[config.mk]
export PLATFORM = sky130hd
export DESIGN_NAME = instr_field_queue
export DESIGN_NICKNAME = d
export VERILOG_FILES = /design/src/rtl/mips_fields_pkg.sv /design/src/rtl/instr_field_split.sv /design/src/rtl/instr_field_queue.sv
export SDC_FILE = /design/constraint.sdc
export NUM_CORES = 1
export LEC_CHECK = 0
export ABC_CLOCK_PERIOD_IN_PS = 3300
export BUFFER_PORTS_ARGS = -buffer_cell sky130_fd_sc_hd__buf_2
export CELL_PAD_IN_SITES_DETAIL_PLACEMENT = 1
export CELL_PAD_IN_SITES_GLOBAL_PLACEMENT = 1
export CORE_AREA = 2 2 155 96
export CTS_CLUSTER_SIZE = 20
export DETAILED_ROUTE_END_ITERATION = 8
export DIE_AREA = 0 0 157 98
export GPL_TIMING_DRIVEN = 1
export PLACE_DENSITY_LB_ADDON = 0.1
export SYNTH_ARGS = -nofsm -noshare
export SYNTH_HDL_FRONTEND = slang
export SYNTH_SLANG_ARGS = --single-unit
[constraint.sdc]
create_clock -name clk -period 3.3 [get_ports clk]
set_input_delay 0.165 -clock clk [delete_from_list [all_inputs] [get_ports clk]]
set_output_delay 0.165 -clock clk [all_outputs]
set_load 0.05 [all_outputs]
[src/rtl/mips_fields_pkg.sv]
// MIPS instruction field positions, opcode constants and immediate-extension
// selection shared by the prefetch queue and later decode stages.
package mips_fields_pkg;

  localparam int OPC_HI   = 31;
  localparam int OPC_LO   = 26;
  localparam int RS_HI    = 25;
  localparam int RS_LO    = 21;
  localparam int RT_HI    = 20;
  localparam int RT_LO    = 16;
  localparam int RD_HI    = 15;
  localparam int RD_LO    = 11;
  localparam int SHAMT_HI = 10;
  localparam int SHAMT_LO = 6;
  localparam int FUNCT_HI = 5;
  localparam int FUNCT_LO = 0;
  localparam int IMM_HI   = 15;
  localparam int IMM_LO   = 0;
  localparam int TGT_HI   = 25;
  localparam int TGT_LO   = 0;

  localparam logic [5:0] OP_RTYPE = 6'h00;
  localparam logic [5:0] OP_ANDI  = 6'h0C;
  localparam logic [5:0] OP_ORI   = 6'h0D;
  localparam logic [5:0] OP_XORI  = 6'h0E;
  localparam logic [5:0] OP_LUI   = 6'h0F;

  typedef enum logic [1:0] {
    EXT_SIGN,
    EXT_ZERO,
    EXT_LUI
  } ext_sel_e;

  // Logical immediates zero-extend, lui shifts up, everything else sign-extends.
  function automatic ext_sel_e ext_sel_of(input logic [5:0] op);
    ext_sel_e sel;
    case (op)
      OP_ANDI, OP_ORI, OP_XORI: sel = EXT_ZERO;
      OP_LUI:                   sel = EXT_LUI;
      default:                  sel = EXT_SIGN;
    endcase
    return sel;
  endfunction

endpackage

[src/rtl/instr_field_split.sv]
// Combinational splitter: one instruction word plus valid bit to all decode
// fields and the extended immediate; every output is zero when valid is low.
module instr_field_split
  import mips_fields_pkg::*;
#(
  parameter int EXT_W = 32
) (
  input  logic [31:0]      instr,
  input  logic             valid,
  output logic [5:0]       opcode,
  output logic [4:0]       rs,
  output logic [4:0]       rt,
  output logic [4:0]       rd,
  output logic [4:0]       shamt,
  output logic [5:0]       funct,
  output logic [15:0]      imm16,
  output logic [EXT_W-1:0] imm_ext,
  output logic [25:0]      target,
  output logic             is_rtype
);

  function automatic logic [EXT_W-1:0] extend_imm(input logic [15:0] imm,
                                                   input ext_sel_e   sel);
    logic signed [15:0] imm_s;
    logic [EXT_W-1:0]   res;
    imm_s = signed'(imm);
    case (sel)
      EXT_ZERO: res = EXT_W'(imm);
      EXT_LUI:  res = EXT_W'({imm, 16'h0000});
      default:  res = EXT_W'(imm_s);
    endcase
    return res;
  endfunction

  always_comb begin
    opcode   = '0;
    rs       = '0;
    rt       = '0;
    rd       = '0;
    shamt    = '0;
    funct    = '0;
    imm16    = '0;
    imm_ext  = '0;
    target   = '0;
    is_rtype = 1'b0;
    if (valid) begin
      opcode   = instr[OPC_HI:OPC_LO];
      rs       = instr[RS_HI:RS_LO];
      rt       = instr[RT_HI:RT_LO];
      rd       = instr[RD_HI:RD_LO];
      shamt    = instr[SHAMT_HI:SHAMT_LO];
      funct    = instr[FUNCT_HI:FUNCT_LO];
      imm16    = instr[IMM_HI:IMM_LO];
      imm_ext  = extend_imm(instr[IMM_HI:IMM_LO], ext_sel_of(instr[OPC_HI:OPC_LO]));
      target   = instr[TGT_HI:TGT_LO];
      is_rtype = (instr[OPC_HI:OPC_LO] == OP_RTYPE);
    end
  end

endmodule

[src/rtl/instr_field_queue.sv]
// Instruction prefetch FIFO with valid/ready on both sides and the head entry
// presented already split into decode fields.
module instr_field_queue
  import mips_fields_pkg::*;
#(
  parameter int DEPTH = 4,
  parameter int EXT_W = 32
) (
  input  logic                         clk,
  input  logic                         reset_n,
  input  logic                         flush,
  input  logic                         in_valid,
  input  logic [31:0]                  in_instr,
  output logic                         in_ready,
  output logic                         out_valid,
  input  logic                         out_ready,
  output logic [5:0]                   opcode,
  output logic [4:0]                   rs,
  output logic [4:0]                   rt,
  output logic [4:0]                   rd,
  output logic [4:0]                   shamt,
  output logic [5:0]                   funct,
  output logic [15:0]                  imm16,
  output logic [EXT_W-1:0]             imm_ext,
  output logic [25:0]                  target,
  output logic                         is_rtype,
  output logic [$clog2(DEPTH+1)-1:0]   count
);

  localparam int PTR_W = $clog2(DEPTH);
  localparam int CNT_W = $clog2(DEPTH+1);

  logic [31:0]      mem [DEPTH];
  logic [PTR_W-1:0] wr_ptr;
  logic [PTR_W-1:0] rd_ptr;
  logic [31:0]      head;
  logic             push;
  logic             pop;

  // Readiness looks at occupancy only, so a full queue refuses even alongside a pop.
  assign in_ready  = (count < CNT_W'(DEPTH));
  assign out_valid = (count != '0);
  assign push      = in_valid & in_ready & ~flush;
  assign pop       = out_valid & out_ready & ~flush;

  always_ff @(posedge clk or negedge reset_n) begin
    if (!reset_n) begin
      wr_ptr <= '0;
      rd_ptr <= '0;
      count  <= '0;
    end else if (flush) begin
      wr_ptr <= '0;
      rd_ptr <= '0;
      count  <= '0;
    end else begin
      if (push) wr_ptr <= wr_ptr + PTR_W'(1);
      if (pop)  rd_ptr <= rd_ptr + PTR_W'(1);
      case ({push, pop})
        2'b10:   count <= count + CNT_W'(1);
        2'b01:   count <= count - CNT_W'(1);
        default: count <= count;
      endcase
    end
  end

  // Storage is not reset; out_valid masks whatever it holds.
  always_ff @(posedge clk) begin
    if (push) mem[wr_ptr] <= in_instr;
  end

  assign head = mem[rd_ptr];

  instr_field_split #(.EXT_W(EXT_W)) u_split (
    .instr    (head),
    .valid    (out_valid),
    .opcode   (opcode),
    .rs       (rs),
    .rt       (rt),
    .rd       (rd),
    .shamt    (shamt),
    .funct    (funct),
    .imm16    (imm16),
    .imm_ext  (imm_ext),
    .target   (target),
    .is_rtype (is_rtype)
  );

endmodule

==> flow_metrics.env <==
export IMPL_syn_nets=391
export IMPL_tns_ns=0
export IMPL_hold_path_class="input pin to flip-flop"
export IMPL_async_flop_share_pct=5.19
export IMPL_cp_arrival_ns=2.93
export IMPL_clock_sinks=135
export IMPL_synth_warnings=0
export IMPL_via_count=3446
export IMPL_status="finished, final reports clean"
export IMPL_seq_area_frac_synth_pct=66.6
export IMPL_htree_levels=4
export IMPL_final_max_slew_viol_count=0
export IMPL_vias_per_cell=4.85
export IMPL_min_period_over_period_pct=93.9
export IMPL_syn_to_final_growth_pct=26.3
export IMPL_initial_core_util_pct=42.8
export IMPL_max_stage_delay_ns=0.64
export IMPL_wl_per_cell_um=18.7
export IMPL_dr_pass1_iters=4
export IMPL_cp_start_kind="flip-flop"
export IMPL_relSlewSlack_pct=54.0
export IMPL_drcViolationCount=0
export IMPL_grt_remaining_overflow=0
export IMPL_drv_cap=0
export IMPL_path_class="flip-flop to primary output"
export IMPL_die_w_um=157
export IMPL_synth_edff_count=128
export IMPL_crit_chain="buf_4, mux4_1, nand4bb_1, nor2_1, ha_1, and3_4, a21o_1, buf_2"
export IMPL_drtAntennaViolNets=0
export IMPL_track_usage_pct=18.1
export IMPL_grt_antenna_before_repair=0
export IMPL_place_hpwl_um=8780
export IMPL_setup_violations=0
export IMPL_drt_iter0_drc=193
export IMPL_numPortBuffers=148
export IMPL_cts_tree="done"
export IMPL_fillCellCount=1380
export IMPL_synth_area_mm2=0.00603
export IMPL_clk_insertion_delay_late_ns=0.41
export IMPL_gp_congestion=0.719
export IMPL_synth_cells=347
export IMPL_core_area_mm2=0.0141
export IMPL_yosys_most_used_dff="edfxtp_1"
export IMPL_fmax_mhz=323
export IMPL_crit_slowest_cell="mux4_1"
export IMPL_fin_crit_ns=3.10
export IMPL_ys_types=33
export IMPL_fp_dieH_um=98
export IMPL_worstMarginPinSlew_ns=0.689
export IMPL_grt_pass1_wl_um=20300
export IMPL_clockBufferDepth=2
export IMPL_core_rowCount=34
export IMPL_cts_root_buf="clkbuf_16"
export IMPL_cp_required_ns=3.13
export IMPL_syn_area_per_cell_um2=17.4
export IMPL_grt_max_degree=24
export IMPL_crit_fanout=15
export IMPL_path_clk_slew_ns=0.06
export IMPL_finalHoldViolCount=0
export IMPL_dieArea_mm2=0.0154
export IMPL_routed_wl_um=13300
export IMPL_finClkSkew_ns=0.0136
export IMPL_ios=149
export IMPL_rsz0062_at_grt="no"
export IMPL_antennaDiodeCount=0
export IMPL_finalNetCount=544
export IMPL_drive_gt1_share_pct=42.9
export IMPL_synth_seq_cells=135
export IMPL_cts_made_buffers=17
export IMPL_endpoint_kind="primary output"
export IMPL_grt_pass1_vias=3551
[logic make-up (layout without fill, tap and decap cells)]
kind of cell | after synthesis | count (layout) | synth area share [%]
flops | 135 | 135 | 66.6
mux | 36 | 36 | 13.3
xor+xnor | 4 | 4 | 0.581
buf+inv | 65 | 231 | 7.49
simple gates | 82 | 82 | 7.93
fa+ha+maj | 7 | 7 | 1.58
compound gates | 18 | 18 | 2.47
[metrics by stage]
step                area [um^2]  utilization [%]  hold slack (ns)  std cells  worst slack, ns
floorplan                  6030                -           -0.131        347            0.427
global placement           6690             47.5           0.0246        646            0.371
detailed placement         6690             47.5           0.0231        646            0.301
CTS                        7610             54.1           0.0479        711           0.0678
global route               7610             54.1           0.0651        711          0.00988
finish                     7610             54.1           0.0555        711            0.201
[synth_stat cells, types with 2 or more instances]
| library cell | instances | share of area, % |
|---|---|---|
| a21o_1 | 15 | 1.9 |
| and2_1 | 36 | 3.7 |
| and3_1 | 2 | 0.21 |
| buf_2 | 3 | 0.25 |
| buf_4 | 44 | 5.5 |
| buf_6 | 3 | 0.56 |
| clkbuf_1 | 10 | 0.62 |
| dfrtp_1 | 7 | 2.9 |
| edfxtp_1 | 128 | 64 |
| ha_1 | 6 | 1.2 |
| inv_1 | 4 | 0.25 |
| mux2i_1 | 3 | 0.50 |
| mux4_1 | 11 | 4.8 |
| mux4_2 | 21 | 7.8 |
| nand2_1 | 5 | 0.31 |
| nand2b_1 | 3 | 0.31 |
| nor2_1 | 13 | 0.81 |
| nor2b_1 | 16 | 1.7 |
| xnor2_1 | 2 | 0.29 |
| xor2_1 | 2 | 0.29 |
[critical path, delay by kind of cell (launching register included)]
| family | cells | cell delay (ns) |
|---|---|---|
| compound gates | 1 | 0.14 |
| fa+ha+maj | 1 | 0.31 |
| buf+inv | 2 | 0.48 |
| flops | 1 | 0.41 |
| mux | 1 | 0.64 |
| simple gates | 3 | 0.56 |
[sequential cells by signal, summed over array words and instances, names as in the netlist]
| name | count |
|---|---|
| wr_ptr | 2 |
| rd_ptr | 2 |
| count | 3 |
| mem | 128 |
[placed cells by master, fill, tap and decap left out, types with 2 or more instances in the layout]
cell	Yosys	routed
inv_6	0	2
and2_2	0	4
xor2_1	2	2
clkinvlp_4	0	3
dlygate4sd3_1	0	33
clkbuf_16	0	17
bufinv_16	0	3
nand2_1	5	5
mux4_1	11	11
dfrtp_1	7	6
ha_1	6	6
a21o_1	15	15
buf_2	3	148
edfxtp_1	128	128
xnor2_1	2	2
nor2b_1	16	16
clkinv_2	0	3
inv_1	4	4
and2_1	36	32
nand2b_1	3	3
nor2_1	13	13
mux4_2	21	21
buf_4	44	14
mux2i_1	3	3
clkinv_1	0	3
[final timing paths]
| kind | from | endpoint | slack, ns | cells after the start |
|---|---|---|---|---|
| min | flush | wr_ptr[0]$_DFFE_PN0P_ | 0.06 | 2 |
| max in group asynchronous | reset_n | rd_ptr[0]$_DFFE_PN0P_ | 2.97 | 2 |
| min in group asynchronous | reset_n | count[2]$_DFFE_PN0P_ | 0.14 | 2 |
| max | rd_ptr[0]$_DFFE_PN0P_ | imm_ext[16] | 0.20 | 8 |
| min reg2reg | wr_ptr[1]$_DFFE_PN0P_ | wr_ptr[1]$_DFFE_PN0P_ | 0.60 | 2 |
| max reg2reg | count[2]$_DFFE_PN0P_ | mem[2][22]$_DFFE_PP_ | 1.17 | 4 |
[layer usage]
| layer | part of all wire, % | track usage (%) | vias to the layer above |
|---|---|---|---|
| li1 | - | - | 1584 |
| met1 | 47 | 25.7 | 1734 |
| met2 | 47 | 27.7 | 111 |
| met3 | 5.3 | 4.84 | 17 |
| met4 | 1.2 | 5.01 | 0 |
| met5 | 0 | 0 | - |
[timing repair]
item | CTS | global route
pin swaps | 0 | 0
gates resized for setup | 1 | 1
buffers inserted | 0 | 0
setup endpoints to repair | 15 | 15
hold buffers | 33 | 0
hold endpoints to repair | 135 | 0
[layout make-up]
class,instances,area [um^2],area share [%]
flip-flops and latches,135,4020,52.8
well taps,198,248,3.25
inverters,4,15.0,0.197
multi-input cells,147,1570,20.6
clock buffers,18,429,5.64
repair buffers,195,1180,15.4
clock inverters,14,156,2.05
Power is not shown: default switching activity piles up to over one toggle a cycle in this logic, so the estimate is an artifact.
